$ cat src/rtl/ddr_output_pkg.sv
// Width helpers shared by the DDR output gearbox and its bench.
// Pure functions only; no state, no latency, no flow control.
package ddr_output_pkg;

  // Bits in one input word: 2*RATIO beats of WIDTH pins.
  function automatic int word_width(input int width, input int ratio);
    return width * 2 * ratio;
  endfunction

  // Phase counter width, never below one bit so RATIO=1 still builds.
  function automatic int phase_width(input int ratio);
    return (ratio > 1) ? $clog2(ratio) : 1;
  endfunction

  function automatic int ptr_width(input int depth);
    return (depth > 1) ? $clog2(depth) : 1;
  endfunction

endpackage

$ cat src/rtl/ddr_oddr_lane.sv
// One-pin DDR output register: d1 on the high phase, d2 on the low phase.
// Latency one clk edge; no flow control. XILINX_7SERIES selects the ODDR primitive.
module ddr_oddr_lane (
  input  logic clk,
  input  logic rst_n,
  input  logic d1,
  input  logic d2,
  output logic q
);

`ifdef XILINX_7SERIES
  ODDR #(
    .DDR_CLK_EDGE("SAME_EDGE"),
    .INIT        (1'b0),
    .SRTYPE      ("ASYNC")
  ) u_oddr (
    .Q (q),
    .C (clk),
    .CE(1'b1),
    .D1(d1),
    .D2(d2),
    .R (~rst_n),
    .S (1'b0)
  );
`else
  logic d1_q;
  logic d2_q;

  always_ff @(posedge clk or negedge rst_n) begin
    if (!rst_n) begin
      d1_q <= 1'b0;
      d2_q <= 1'b0;
    end else begin
      d1_q <= d1;
      d2_q <= d2;
    end
  end

  assign q = clk ? d1_q : d2_q;
`endif

endmodule

$ cat src/rtl/ddr_output_gearbox.sv
// Parallel-to-DDR gearbox: FIFO-buffered words serialised two beats per clk. Optional DDR_OUT_TRAIN_EN.
// Latency: accept at edge N -> beats 0/1 on dout in the cycle after N+2; s_ready = !full, no push-on-pop when full.
module ddr_output_gearbox
  import ddr_output_pkg::*;
#(
  parameter int              WIDTH      = 16,
  parameter int              RATIO      = 4,
  parameter int              DEPTH      = 4,
  parameter logic [WIDTH-1:0] IDLE_VALUE = '0
) (
  input  logic                                clk,
  input  logic                                rst_n,
`ifdef DDR_OUT_TRAIN_EN
  input  logic                                train_en,
`endif
  input  logic                                s_valid,
  output logic                                s_ready,
  input  logic [word_width(WIDTH, RATIO)-1:0] s_data,
  output logic                                busy,
  output logic                                underrun,
  output logic [WIDTH-1:0]                    dout
);

  localparam int WW    = word_width(WIDTH, RATIO);
  localparam int PH_W  = phase_width(RATIO);
  localparam int PTR_W = ptr_width(DEPTH);
  localparam int CNT_W = PTR_W + 1;

  typedef logic [WW-1:0] word_t;

  word_t            mem [DEPTH];
  logic [PTR_W-1:0] wr_ptr;
  logic [PTR_W-1:0] rd_ptr;
  logic [CNT_W-1:0] count;
  logic             out_en;
  word_t            shreg;
  logic [PH_W-1:0]  phase;
  logic             active;

  logic             full;
  logic             empty;
  logic             push;
  logic             pop;
  logic             last_beat;
  logic             boundary;
  logic             train;
  logic [WIDTH-1:0] d1;
  logic [WIDTH-1:0] d2;

`ifdef DDR_OUT_TRAIN_EN
  assign train = train_en;
`else
  assign train = 1'b0;
`endif

  assign full      = (count == CNT_W'(DEPTH));
  assign empty     = (count == '0);
  assign s_ready   = out_en & ~full;
  assign push      = s_valid & s_ready;
  assign last_beat = (phase == PH_W'(RATIO - 1));
  assign boundary  = ~active | last_beat;
  // Training parks the queue at word boundaries, so an in-flight word always finishes first.
  assign pop       = boundary & ~empty & ~train;
  assign busy      = active | ~empty;

  always_ff @(posedge clk) begin
    if (push) mem[wr_ptr] <= s_data;
  end

  always_ff @(posedge clk or negedge rst_n) begin
    if (!rst_n) begin
      out_en   <= 1'b0;
      wr_ptr   <= '0;
      rd_ptr   <= '0;
      count    <= '0;
      shreg    <= '0;
      phase    <= '0;
      active   <= 1'b0;
      underrun <= 1'b0;
    end else begin
      out_en   <= 1'b1;
      underrun <= 1'b0;
      if (push) wr_ptr <= wr_ptr + 1'b1;
      if (pop)  rd_ptr <= rd_ptr + 1'b1;
      count <= count + CNT_W'(push) - CNT_W'(pop);
      if (pop) begin
        shreg  <= mem[rd_ptr];
        phase  <= '0;
        active <= 1'b1;
      end else if (active) begin
        shreg <= shreg >> (2 * WIDTH);
        phase <= phase + 1'b1;
        if (last_beat) begin
          // Not popping here means the FIFO ran dry, unless training is holding it.
          active   <= 1'b0;
          phase    <= '0;
          underrun <= ~train;
        end
      end
    end
  end

  always_comb begin
    d1 = IDLE_VALUE;
    d2 = IDLE_VALUE;
    if (active) begin
      d1 = shreg[WIDTH-1:0];
      d2 = shreg[2*WIDTH-1:WIDTH];
    end else if (train) begin
      d1 = '1;
      d2 = '0;
    end
  end

  for (genvar i = 0; i < WIDTH; i++) begin : g_lane
    ddr_oddr_lane u_lane (
      .clk  (clk),
      .rst_n(rst_n),
      .d1   (d1[i]),
      .d2   (d2[i]),
      .q    (dout[i])
    );
  end

endmodule

$ cat config.mk
export PLATFORM = sky130hd
export DESIGN_NAME = ddr_output_gearbox
export DESIGN_NICKNAME = d
export VERILOG_FILES = /design/src/rtl/ddr_output_pkg.sv /design/src/rtl/ddr_oddr_lane.sv /design/src/rtl/ddr_output_gearbox.sv
export SDC_FILE = /design/constraint.sdc
export NUM_CORES = 1
export LEC_CHECK = 0
export BUFFER_PORTS_ARGS = -buffer_cell sky130_fd_sc_hd__buf_2
export CORE_UTILIZATION = 50
export CTS_BUF_LIST = sky130_fd_sc_hd__clkbuf_8
export CTS_CLUSTER_SIZE = 30
export DETAILED_ROUTE_END_ITERATION = 10
export PLACE_DENSITY = 0.74
export SKIP_CTS_REPAIR_TIMING = 1
export SYNTH_ARGS = -nofsm -noshare
export SYNTH_HDL_FRONTEND = slang
export SYNTH_SLANG_ARGS = --single-unit
$ cat constraint.sdc
create_clock -name clk -period 9.1 [get_ports clk]
set_input_delay 0.455 -clock clk [delete_from_list [all_inputs] [get_ports clk]]
set_output_delay 0.455 -clock clk [all_outputs]
set_load 0.01 [all_outputs]
## Word-level counts from Yosys, hierarchy flattened

Memories as Yosys holds them, arrays and structs flattened.
Cells that the tools add are included.

- Add/subtract/negate cells: 5
- Equality and inequality tests: 2
- Muxes and demuxes: 31
- Bitwise gates (word level): 8
- Reduce and logical (&&, ||, !) cells: 2

Operators with widths:

| kind | number |
|---|---|
| $mux W128 | 2 |
| $mux W16 | 2 |
| $mux W1 | 24 |
| $add A2 B1 Y2 const B | 3 |
| $mux W2 | 3 |
| $add A3 B1 Y3 | 1 |
| $and A1 B1 Y1 | 3 |
| $eq A3 B3 Y1 const B | 1 |
| $logic_not A3 Y1 | 1 |
| $not A1 Y1 | 3 |
| $sub A3 B1 Y3 | 1 |
| $eq A2 B2 Y1 const B | 1 |
| $or A1 B1 Y1 | 2 |
| $reduce_bool A2 Y1 | 1 |

- Bits in registers: 172
- Bits in writable memories: 512
- Input port bits: 131
- Output and inout bits: 19
- Memories kept: 1

Memory list:

| memory | words | bits a word | read ports | clocked after Yosys merged registers in | wr ports | RTL line | source |
|---|---|---|---|---|---|---|---|
| mem | 4 | 128 | 1 | 0 | 1 | ddr_output_gearbox.sv:31 | `word_t mem [DEPTH];` |

## Depth between registers and ports, before layout

Gate-level depths: netlist of run 1.

- Word-level depth: 6
- Depth in mapped cells: 13
- Depth with buffers taken out: 9

## Hierarchy

A second synthesis of run 1 with hierarchy kept.

- Cell total of the unflattened synthesis: 1413
- Area, all modules: 26017.5 sq um

By module, submodules not included:

| module | instances | cells each | area an instance (sq um) | seq. area each (sq um) |
|---|---|---|---|---|
| ddr_output_gearbox | 1 | 1365 | 24976.5 | 18878.1 |
| ddr_oddr_lane | 16 | 3 | 65.1 | 50.0 |

==> results summary, run 1 <==
The flow ran to the end, and the final reports show no timing, DRC or antenna violations. The first-pass GRT wire length is 85200 µm. The post-detailed-routing wire length came out at 56400 µm. The net count of the finished layout is 1870. The areal power density over the cells came out at 292 nW/µm². Along the worst path, the maximum fanout reaches 4. The share of total power dissipated in the clock network is 0.298.

The vertical die dimension came out at 232 µm. The worst setup path is launched from a clock port. The die boundary width is 232 µm. The global-route total usage across every layer came out at 0.214. The footprint of the flip-flops and latches came out at 19700 µm².

The required time of the worst setup path is 8.65 ns. The biggest area contributor in the post-synthesis netlist is sky130_fd_sc_hd__edfxtp_1. The post-synthesis sequential element count is 684. The analysis attributes to cell leakage a power of 11.6 nW. Input and output buffers added on the ports amount to 149. The number of different library cells in the post-synthesis netlist is 32.

The number of antenna violations at the first check in global routing came out at 10. The fill cell total of the finished layout came out at 3754. The total die area is 53900 µm². The relative slew slack is 0.202. The mean instance size in the synthesized netlist came out at 18.5 µm². In this run the cell area of the synthesized design comes to 26500 µm². The insertion delay of the later-clocked pin in the worst-skew pair came out at 0.80 ns. The number of nets produced by synthesis came out at 1570. The share of synthesized area in the top cell type comes to 0.580. The overflow left after global routing came out at 0. The congestion estimate from routability-driven global placement came to 0.726.

IR analysis of the VDD net gives a maximum drop of 0.199 mV. The number of DRC violations after detailed-routing iteration 0 is 1046. The tightest min-delay check is of the input pin to register type. Detailed placement finished with a half-perimeter wire length of 31700 µm. The clock skew after layout came out at 0.0357 ns. The total via count in the routed design is 14100. The number of max-slew violations in the final report came out at 0.

The per-cell routed wire length is 22.5 µm. For this run, the number of Yosys warnings is 0. The final worst slack is 3.21 ns.

For the final routed database, the setup TNS stands at 0 ns. The multi-input gate area in the final layout is 6220 µm². The maximum number of pins on one net before global-route repair is 108. The share of synthesized area occupied by flip-flops and latches is 0.743. The initialized floorplan defines 83 standard-cell rows. In the routed design, unresolved DRC markers number 0. The worst setup slack before clock tree synthesis came out at 3.72 ns. The number of nets still failing antenna checks after routing came out at 0.

The total setup violations reported at the end of the flow is 0. After technology mapping, the gate count stands at 1431. The critical path data arrival time came out at 5.43 ns.

In this run the power spent charging and discharging nets is 2.75 mW. The core area came out at 51800 µm². The iteration count of the initial detailed-routing pass is 5. The number of global-route vias before repair came to 14200. At the pin with the least slew margin, the transition time is 1.20 ns. STA classifies the critical path endpoint as a primary output. The number of endpoints with negative hold slack in the final report came out at 0. After detailed routing, the number of vias per cell comes to 5.61.

Among all flip-flop cells after synthesis, the most frequent one is sky130_fd_sc_hd__edfxtp_1. The starting density of the core came out at 0.511. In this run, synthesis inferred 512 flip-flops with an integrated enable. The combinational share of power is 0.237. After clock tree synthesis, the clock-pin slew on the worst setup and hold paths is 0.06 ns. The worst setup path is of the clock port to primary output kind. The share of power burned in registers is 0.465. The count of maximum capacitance violations is 0. From synthesis to final layout, the design area changed by 17.6%. The switching part of the total power came out at 0.303. Setup repair after global routing left no endpoint under its margin. The post-synthesis async set-or-reset flop share came out at 0.251. The internal power contribution came out at 6.33 mW.

By area the synthesized netlist is led by sky130_fd_sc_hd__edfxtp_1 (58%), sky130_fd_sc_hd__dfrtp_1 (16%), sky130_fd_sc_hd__mux4_2 (11%), sky130_fd_sc_hd__o211ai_2 (4.2%), sky130_fd_sc_hd__nand2_1 (2.7%). TritonCTS built the clock tree. The fraction of layout instances using a drive strength above 1 came out at 0.307. The count of pins on the block boundary is 150.
per-layer routing:
layer | global-route usage | vias up | part of all wire
li1 | - | 6207 | -
met1 | 0.288 | 7291 | 0.41
met2 | 0.327 | 498 | 0.49
met3 | 0.0699 | 89 | 0.079
met4 | 0.0759 | 6 | 0.018
met5 | 0 | - | 0.00066
area by class of cell:
| type | count | share of cell area |
|---|---|---|
| clock buffers | 146 | 0.0600 |
| clock inverters | 79 | 0.0117 |
| well taps | 680 | 0.0273 |
| diodes | 9 | 0.000723 |
| multi-input cells | 626 | 0.200 |
| repair buffers | 281 | 0.0676 |
| inverters | 8 | 0.000964 |
| flip-flops and latches | 684 | 0.632 |
cell usage in the layout (no fill, tap or decap), types with 2 or more instances in the layout:
cell | Yosys | final
sky130_fd_sc_hd__dfrtp_1 | 172 | 169
sky130_fd_sc_hd__clkinvlp_4 | 0 | 4
sky130_fd_sc_hd__nand3_1 | 97 | 97
sky130_fd_sc_hd__xnor2_1 | 4 | 4
sky130_fd_sc_hd__clkbuf_8 | 0 | 130
sky130_fd_sc_hd__o211ai_2 | 88 | 88
sky130_fd_sc_hd__dfrtp_4 | 0 | 3
sky130_fd_sc_hd__inv_1 | 8 | 58
sky130_fd_sc_hd__dlygate4sd3_1 | 0 | 129
sky130_fd_sc_hd__mux2_2 | 17 | 17
sky130_fd_sc_hd__mux4_2 | 128 | 128
sky130_fd_sc_hd__and2_4 | 1 | 5
sky130_fd_sc_hd__buf_2 | 21 | 148
sky130_fd_sc_hd__clkinv_1 | 0 | 12
sky130_fd_sc_hd__inv_8 | 0 | 2
sky130_fd_sc_hd__clkinv_2 | 0 | 10
sky130_fd_sc_hd__ha_1 | 7 | 7
sky130_fd_sc_hd__a22o_1 | 32 | 32
sky130_fd_sc_hd__nor3_1 | 2 | 2
sky130_fd_sc_hd__o211ai_1 | 8 | 8
sky130_fd_sc_hd__buf_4 | 16 | 19
sky130_fd_sc_hd__edfxtp_1 | 512 | 512
sky130_fd_sc_hd__nand2_1 | 194 | 194
sky130_fd_sc_hd__and2_1 | 36 | 32
sky130_fd_sc_hd__diode_2 | 0 | 9
power groups by stage:
stage / combinational [mW] / clock [mW] / sequential (mW)
floorplan: 1.70 / 0.204 / 4.15
global placement: 2.12 / 0.148 / 4.26
detailed placement: 2.15 / 0.148 / 4.28
CTS: 2.16 / 2.77 / 4.22
global route: 2.33 / 2.91 / 4.28
finish: 2.15 / 2.71 / 4.22
cells in the mapped netlist, drive strengths merged (3+ instances only):
cell type and count:
a22o 32, and2 37, buf 63, clkbuf 50, dfrtp 172, edfxtp 512
ha 7, inv 8, mux2 17, mux4 128, nand2 194, nand3 97
nor3 3, o211ai 96, xnor2 4
worst max-delay path: stages:
cell	delay [ns]
sky130_fd_sc_hd__clkbuf_8	0.12
sky130_fd_sc_hd__clkbuf_8	0.13
sky130_fd_sc_hd__clkbuf_8	0.15
sky130_fd_sc_hd__mux2_2	0.33
sky130_fd_sc_hd__buf_2	0.16
registers in the layout, indices dropped and copies added (netlist names):
| register | flops |
|---|---|
| rd_ptr | 2 |
| count | 3 |
| phase | 2 |
| g_lane.u_lane.d1_q | 16 |
| active | 1 |
| underrun | 1 |
| out_en | 1 |
| wr_ptr | 2 |
| g_lane.u_lane.d2_q | 16 |
| shreg | 128 |
| mem | 512 |
path summary, 6_finish.rpt:
path	start	to	slack [ns]	cells after the start
worst max-delay path	clk	dout[14]	3.21	5
worst min-delay path	s_valid	wr_ptr[0]	0.17	3
worst max register to register	active	shreg[57]	5.64	4
worst min register to register	shreg[25]	g_lane[9].u_lane.d2_q	0.47	1
max in group asynchronous	rst_n	shreg[57]	7.08	3
min in group asynchronous	rst_n	out_en	0.30	2
stage by stage:
step | instance area (µm²) | hold slack, ns | utilization | instances | power (mW)
final | 31200 | 0.174 | 0.601 | 2513 | 9.09
after global routing | 31100 | 0.164 | 0.601 | 2507 | 9.52
after CTS | 29800 | -0.260 | 0.576 | 2375 | 9.15
after detailed placement | 27700 | 0.471 | 0.534 | 2166 | 6.58
after global placement | 27700 | 0.467 | 0.534 | 2166 | 6.53
after floorplan | 26500 | 0.159 | - | 1431 | 6.05
kinds of logic after synthesis:
kind of cell | synth area share
DFF | 0.743
and+or+nand+nor | 0.0566
muxes | 0.116
AOI/OAI and AO/OA | 0.0553
buffers and inverters | 0.0235
adders and majority gates | 0.00406
xor gates and xnor gates | 0.00165
other | 0.000142
Power figures use the tool's default switching activity.
==> inputs of run 2 (changes only) <==
--- a/config.mk
+++ b/config.mk
@@ -10,7 +10,7 @@
 export CTS_BUF_LIST = sky130_fd_sc_hd__clkbuf_8
 export CTS_CLUSTER_SIZE = 30
 export DETAILED_ROUTE_END_ITERATION = 10
-export PLACE_DENSITY = 0.74
+export PLACE_DENSITY = 0.77
 export SKIP_CTS_REPAIR_TIMING = 1
 export SYNTH_ARGS = -nofsm -noshare
 export SYNTH_HDL_FRONTEND = slang
==> constraint.sdc (replaced) <==
create_clock -name clk -period 4.9 [get_ports clk]
set_input_delay 0.245 -clock clk [delete_from_list [all_inputs] [get_ports clk]]
set_output_delay 0.245 -clock clk [all_outputs]
set_load 0.01 [all_outputs]
==> results summary, run 2 (same netlist as run 1, synthesis figures left out) <==
In the final layout, the registers with the most flip-flops are mem x512, shreg x128. The cell count of the worst reg-to-reg path is 4 (unchanged). The reported leakage power is 11.7 nW (+0.41%).

The clock skew after layout is 0.0436 ns (+0.00795 ns). The relative slew slack came to 0.186 (-0.0158). The number of DRC violations after detailed-routing iteration 0 came out at 1079 (+3.2%). The detailed-route vias per instance is 5.59 (-0.22%). The share of power burned in the clock network is 0.304 (+0.006). The internal power contribution came out at 12.0 mW (+89%).

The total setup violations reported at the end of the flow is 0 (unchanged). The worst setup path is launched from a clock port. The required time of the worst setup path came to 4.66 ns (-3.99 ns). The critical register-to-register path startpoint is count[2]. Walking the worst path, the cells encountered are clkbuf_8 -> clkbuf_8 -> clkbuf_8 -> mux2_2 -> buf_2. The insertion delay of the later-clocked pin in the worst-skew pair is 0.82 ns (+0.02 ns). met2 is the most crowded layer. The delay of the slowest cell on the worst path came out at 0.30 ns (-0.03 ns). More flip-flops sit in one register than any other, and that register is mem. The iteration count of the initial detailed-routing pass is 5 (unchanged). The worst setup path is captured at a primary output. The summed area of non-filler cells in the final layout came to 31300 µm² (+0.60%). The core area is 51800 µm² (unchanged).

The fill cell total of the finished layout was 3737 (-0.45%). The instance area after placement is 27800 µm² (+0.28%). The critical path data arrival time is 3.30 ns (-2.13 ns). The summed negative setup slack over all endpoints is 0 ns (unchanged). Broken down by cell family, the worst path's largest delay share belongs to buffers and inverters.

The post-detailed-routing wire length came to 56700 µm (+0.54%). The number of max-slew violations in the final report is 0 (unchanged). Setup repair after global routing left no endpoint under its margin. The measured slew at the worst slew-check pin came to 1.22 ns (+0.0237 ns).

The share of power burned in registers came to 0.466 (about the same). The final-stage net count is 1868 (-0.11%). Among all stages on the critical path, the largest delay is contributed by sky130_fd_sc_hd__mux2_2. The area growth from synthesis to layout is 18.3%. The count of maximum capacitance violations came out at 0 (unchanged).

TritonCTS built the clock tree. The met3 layer usage reported by global route is 0.0615 (-0.00835). The multi-input gate area in the final layout came out at 6220 µm² (unchanged).

The first-pass GRT wire length is 86200 µm (+1.2%). The global routing met1 resource utilization is 0.299 (+0.0105). The vertical die dimension came out at 232 µm (unchanged). The combinational share of power is 0.231 (-0.006). The half-perimeter wire length after placement was 32400 µm (+2.1%). The weighted congestion at the end of routability-driven global placement came out at 0.747 (+3.0%). The library cells used most frequently in the layout, excluding fill and tap cells, are sky130_fd_sc_hd__edfxtp_1 (512), sky130_fd_sc_hd__nand2_1 (194), sky130_fd_sc_hd__dfrtp_1 (169), sky130_fd_sc_hd__buf_2 (148), sky130_fd_sc_hd__clkbuf_8 (140). The per-cell routed wire length came to 22.6 µm (+0.74%). The flip-flop count of the largest register, all copies and words added came out at 512 (unchanged). The min-delay analysis places its worst path in the category input pin to asynchronous set/reset pin. The number of endpoints with negative hold slack in the final report is 0 (unchanged).

The number of antenna violations at the first check in global routing came out at 7 (-3). The areal power density over the cells came to 546 nW/µm² (+87%). The count of buffers inserted at the top-level ports came out at 149 (unchanged). The fraction of layout instances using a drive strength above 1 was 0.314 (+0.00675). The switching part of the total power came to 0.301 (-0.00240). The maximum fanout count along the critical path was 4 (unchanged). The number of nets still failing antenna checks after routing came to 0 (unchanged). The number of buffer and inverter instances along the worst setup path was 4 (unchanged). The most numerous cell type found on the critical path is sky130_fd_sc_hd__clkbuf_8.

The clock slew at the register clock pins of the worst setup and hold paths is 0.06 ns (about the same). The met2 track utilization from global routing came out at 0.337 (+0.00977). The maximum vdd drop came out at 0.381 mV (+92%). The maximum number of pins on one net before global-route repair came out at 131 (+21%). In this run the critical register-to-register path is captured at mem[1][73]. The number of global-route vias before repair came out at 14300 (+0.32%). The footprint of the flip-flops and latches is 19700 µm² (unchanged). The remaining routing DRC violations is 0 (unchanged). Leaving out fill and tap cells, the most frequent cell in the layout is sky130_fd_sc_hd__edfxtp_1.

The starting density of the core was 0.511 (unchanged). The die boundary width is 232 µm (unchanged). The total via count in the routed design came out at 14000 (-0.42%). The total die area came out at 53900 µm² (unchanged).

The worst setup path is of the clock port to primary output kind. The overflow left after global routing came out at 0 (unchanged). The run finished with clean final reports.

The switching power came out at 5.15 mW (+87%). The global-route total usage across every layer came out at 0.217 (+0.00311). The count of pins on the block boundary is 150 (unchanged).

The register-to-register setup slack is 2.23 ns (-3.41 ns). The number of placement rows came to 83 (unchanged).
run 2: how the worst max path moves through the flow:
stage                     depth (start not counted)  startpoint         to  slack, ns
after CTS                                         5         clk    dout[4]       1.34
after global placement                            2         clk    dout[0]       1.83
final                                             5         clk    dout[0]       1.36
after global routing                              5         clk    dout[4]       1.33
after floorplan                                   3    count[2]  mem[0][0]       0.69
after detailed placement                          2         clk    dout[0]       1.83
run 2: routing by layer:
layer / share of wire / vias up
met5: 0.00048 / -
met1: 0.42 / 7233
met4: 0.022 / 4
met3: 0.069 / 96
met2: 0.49 / 506
li1: - / 6193
run 2: final cells by class:
class	count	share of cell area
inverter	8	0.000958
clock buffer	156	0.0640
multi-input combinational	626	0.199
timing repair buffer	279	0.0700
clock inverter	70	0.0108
sequential	684	0.628
antenna	5	0.000399
tap	680	0.0271
run 2: power groups by stage:
stage	sequential, mW	clock (mW)	combinational (mW)
after floorplan	7.70	0.379	3.15
after global placement	8.04	0.275	3.85
after detailed placement	8.10	0.275	3.93
after CTS	7.99	5.29	3.94
after global routing	8.07	5.56	4.27
final	7.97	5.19	3.94
run 2: stage by stage:
stage | setup slack (ns) | hold slack (ns) | total power [mW] | cells | util
after floorplan | 0.692 | -0.0506 | 11.2 | 1431 | -
after detailed placement | 1.83 | 0.327 | 12.3 | 2163 | 0.536
after CTS | 1.34 | -0.554 | 17.2 | 2373 | 0.579
after global placement | 1.83 | 0.331 | 12.2 | 2163 | 0.536
after global routing | 1.33 | 0.0914 | 17.9 | 2507 | 0.605
final | 1.36 | 0.0257 | 17.1 | 2508 | 0.605
==> inputs of run 3 (changes only) <==
--- a/config.mk
+++ b/config.mk
@@ -5,6 +5,7 @@
 export SDC_FILE = /design/constraint.sdc
 export NUM_CORES = 1
 export LEC_CHECK = 0
+export ABC_AREA = 1
 export BUFFER_PORTS_ARGS = -buffer_cell sky130_fd_sc_hd__buf_2
 export CORE_UTILIZATION = 50
 export CTS_BUF_LIST = sky130_fd_sc_hd__clkbuf_8
==> constraint.sdc (replaced) <==
create_clock -name clk -period 3.05 [get_ports clk]
set_input_delay 0.1525 -clock clk [delete_from_list [all_inputs] [get_ports clk]]
set_output_delay 0.1525 -clock clk [all_outputs]
set_load 0.01 [all_outputs]
==> results summary, run 3 <==
The flow ran to the end, but the final reports show violations. The final reports fail on hold timing, slew limit. Setup repair after global routing left no endpoint under its margin.

Among the stages of the critical path, the cell type that occurs most often is sky130_fd_sc_hd__nand2_1. By area the synthesized netlist is led by sky130_fd_sc_hd__edfxtp_1 (53%), sky130_fd_sc_hd__dfrtp_1 (15%), sky130_fd_sc_hd__nand2_1 (14%), sky130_fd_sc_hd__nand3_1 (6.7%), sky130_fd_sc_hd__inv_1 (5.0%). The delay of the slowest cell on the worst path is 0.40 ns (+0.10 ns).

The worst setup slack before clock tree synthesis came out at 0.561 ns (-1.27 ns). The number of cells in the design after placement came to 3578 (+65%). Among all stages on the critical path, the largest delay is contributed by sky130_fd_sc_hd__dfrtp_1. The footprint of the flip-flops and latches came out at 19700 µm² (unchanged). The largest register by flop count is mem.

By instance count, the leading cell after synthesis is sky130_fd_sc_hd__nand2_1. STA classifies the critical path endpoint as a primary output. The detailed-route vias per instance is 5.24 (-6.4%).

The die boundary width was 242 µm (+4.2%). The post-synthesis sequential element count is 684 (unchanged). The weighted congestion at the end of routability-driven global placement is 0.819 (+9.5%). The total design power came out at 29.4 mW (+72%). The remaining routing DRC violations is 0 (unchanged). The number of endpoints with negative hold slack in the final report was 18 (+18).

The CTS tree is yes. The iteration count of the initial detailed-routing pass came out at 6 (+1). By count the netlist is led by sky130_fd_sc_hd__nand2_1 (1046), sky130_fd_sc_hd__edfxtp_1 (512), sky130_fd_sc_hd__inv_1 (387), sky130_fd_sc_hd__nand3_1 (383), sky130_fd_sc_hd__dfrtp_1 (172). The half-perimeter wire length after placement came out at 38900 µm (+20%). The worst setup path is launched from a register.

The instance area after placement is 30100 µm² (+8.5%). The starting density of the core is 0.509 (-0.00262). The per-cell routed wire length is 17.6 µm (-22%). The number of antenna violations at the first check in global routing is 4 (-3). The number of global-route vias before repair was 19900 (+39%).

The reported leakage power came to 15.6 nW (+33%). The final standard cell utilization of the core is 0.593 (-0.0119). The flip-flop count of the largest register, all copies and words added is 512 (unchanged). The largest total area in the synthesized netlist belongs to sky130_fd_sc_hd__edfxtp_1. The worst min-delay path category is input pin to asynchronous set/reset pin. The summed negative setup slack over all endpoints was 0 ns (unchanged). The cell count after synthesis is 2822 (+97%).

The switching part of the total power was 0.372 (+0.0708). The cell count of the worst reg-to-reg path is 10 (+6). The number of nets still failing antenna checks after routing is 0 (unchanged). The total die area is 58500 µm² (+8.6%). The number of different library cells in the post-synthesis netlist came out at 25 (-22%). The critical path goes through ha_1 -> inv_1 -> nand2_1 -> nand2_4 -> buf_8 -> nand2_1 -> buf_2. The count of pins on the block boundary came out at 150 (unchanged). The fill cell total of the finished layout is 4462 (+19%). The share of synthesized area occupied by flip-flops and latches came out at 0.683 (-0.0593).

Static timing analysis puts the maximum clock frequency at 356 MHz. The total setup violations reported at the end of the flow came out at 0 (unchanged). The areal power density over the cells was 875 nW/µm² (+60%). The library cell used most frequently in the layout, excluding fill and tap cells, is sky130_fd_sc_hd__nand2_1. The post-detailed-routing wire length came out at 69000 µm (+22%). The register-to-register setup slack came out at 0.70 ns (-1.53 ns). The required time of the worst setup path is 2.90 ns (-1.76 ns). The maximum vdd drop was 1.26 mV (+230%). Compared with the post-synthesis result, the final layout area differs by 16.6%. The number of DRC violations after detailed-routing iteration 0 came to 2179 (+100%). The fraction of synthesized cell area taken by the top area cell type came to 0.534 (-0.0463).

The summed area of non-filler cells in the final layout came out at 33600 µm² (+7.1%). The insertion delay of the later-clocked pin in the worst-skew pair came out at 0.83 ns (about the same). The most used flip-flop cell after synthesis is sky130_fd_sc_hd__edfxtp_1. The final period utilization came out at 0.921. The mean instance size in the synthesized netlist is 10.2 µm² (-45%). The number of max-slew violations in the final report came to 75 (+75). The count of maximum capacitance violations was 0 (unchanged). In the layout the commonest cells are sky130_fd_sc_hd__nand2_1 (1045), sky130_fd_sc_hd__edfxtp_1 (512), sky130_fd_sc_hd__inv_1 (428), sky130_fd_sc_hd__nand3_1 (382), sky130_fd_sc_hd__dfrtp_1 (169). The number of nets produced by synthesis was 2961 (+89%). The critical path data arrival time is 2.66 ns (-0.64 ns). The vertical die dimension came out at 242 µm (+4.2%). The core area is 56600 µm² (+9.2%). The worst register-to-register path begins at count[1]. The maximum number of pins on one net before global-route repair came out at 258 (+97%). In this run the critical register-to-register path is captured at count[2]. The area of the mapped netlist was 28800 µm² (+8.7%). The final worst slack is 0.241 ns (-1.12 ns). The relative slew slack came out at -0.0552 (-0.241). The final non-filler cell total is 3910 (+56%).

The count of buffers inserted at the top-level ports came to 149 (unchanged). The final hold slack is -0.0217 ns (-0.0473 ns). The post-synthesis async set-or-reset flop share is 0.251 (unchanged). The number of enable-type register cells in the synthesized netlist is 512 (unchanged). The time the final worst path needs with I/O delays and setup is 2.81 ns.

The number of placement rows came out at 87 (+4.8%). The internal power contribution came out at 18.4 mW (+54%). The maximum fanout count along the critical path is 80 (+76). The final-stage net count was 3203 (+71%). The first-pass GRT wire length is 107000 µm (+24%). The total via count in the routed design is 20500 (+46%). The type of the worst setup path is register to primary output. The share of power burned in the clock network came out at 0.278 (-0.026). The switching power is 10.9 mW (+110%).

The clock slew at the register clock pins of the worst setup and hold paths came out at 0.06 ns (about the same). The clock skew after layout came out at 0.0461 ns (+0.00250 ns). The multi-input gate area in the final layout came out at 6890 µm² (+11%).

The Yosys warning count is 0 (unchanged). The overflow left after global routing came out at 0 (unchanged). The combinational share of power is 0.299 (+0.068).

The fraction of layout instances using a drive strength above 1 is 0.114 (-0.200). The share of power burned in registers came out at 0.423 (-0.043). The measured slew at the worst slew-check pin is 1.58 ns (+0.362 ns). The largest registers in the layout are mem x512, shreg x128.

The global-route total usage across every layer came out at 0.235 (+0.0181).
==> run 3: changes by cell type in the layout (fill, tap and decap cells not counted), sizes merged, moves of 13 or more <==
cell | previous run | this run
inv | 51 | 435
and2 | 37 | 0
mux4 | 128 | 0
o211ai | 96 | 0
nand4 | 0 | 96
nand2 | 194 | 1047
buf | 165 | 178
nand3 | 97 | 383
a22o | 32 | 0
==> run 3: how the worst max path moves through the flow <==
stage | startpoint | to | slack (ns) | cells after the start
6_report | phase[0] | busy | 0.24 | 7
5_1_grt | phase[0] | busy | 0.07 | 7
4_1_cts | phase[0] | busy | -0.12 | 7
3_5_place_dp | phase[0] | shreg[78] | 0.56 | 10
3_3_place_gp | phase[0] | rd_ptr[1] | 0.67 | 9
2_1_floorplan | count[1] | mem[0][0] | -0.13 | 5
==> run 3: kinds of logic (layout without fill, tap and decap cells) <==
family                   Yosys count  in the layout  synth area share
AO/OA/AOI/OAI                      4              4          0.000782
flip-flops                       684            684             0.683
adder cells (fa/ha/maj)            8              8           0.00374
other                              1              4          0.000130
AND/OR/NAND/NOR                 1537           1537             0.226
XOR/XNOR                           2              2          0.000608
buffers and inverters            570            899            0.0793
multiplexers                      16             16           0.00626
==> run 3: worst max-delay path: cells and delay by family (launching register included) <==
kind	cells	cell delay [ns]
fa+ha+maj	1	0.20
buf+inv	3	0.69
simple gates	3	0.55
flops	1	0.40
==> run 3: routing by layer <==
| layer | global-route usage | vias up | part of all wire |
|---|---|---|---|
| met5 | 0 | - | 0.00032 |
| met4 | 0.116 | 4 | 0.030 |
| met3 | 0.0665 | 157 | 0.083 |
| li1 | - | 9618 | - |
| met2 | 0.382 | 831 | 0.49 |
| met1 | 0.289 | 9868 | 0.39 |
==> run 3: power groups by stage <==
stage	sequential (mW)	clock (mW)	combinational, mW
2_1_floorplan	12.3	0.616	6.14
3_3_place_gp	12.5	0.445	8.23
3_5_place_dp	12.6	0.445	8.54
4_1_cts	12.4	8.29	8.58
5_1_grt	12.5	8.74	9.79
6_report	12.4	8.16	8.77
==> run 3: cell type report <==
cell class                 count  area share
antenna                        3    0.000224
clock buffer                 143      0.0545
clock inverter                72      0.0111
inverter                     391      0.0442
multi-input combinational   1568       0.205
sequential                   684       0.587
tap                          756      0.0282
timing repair buffer         293      0.0699
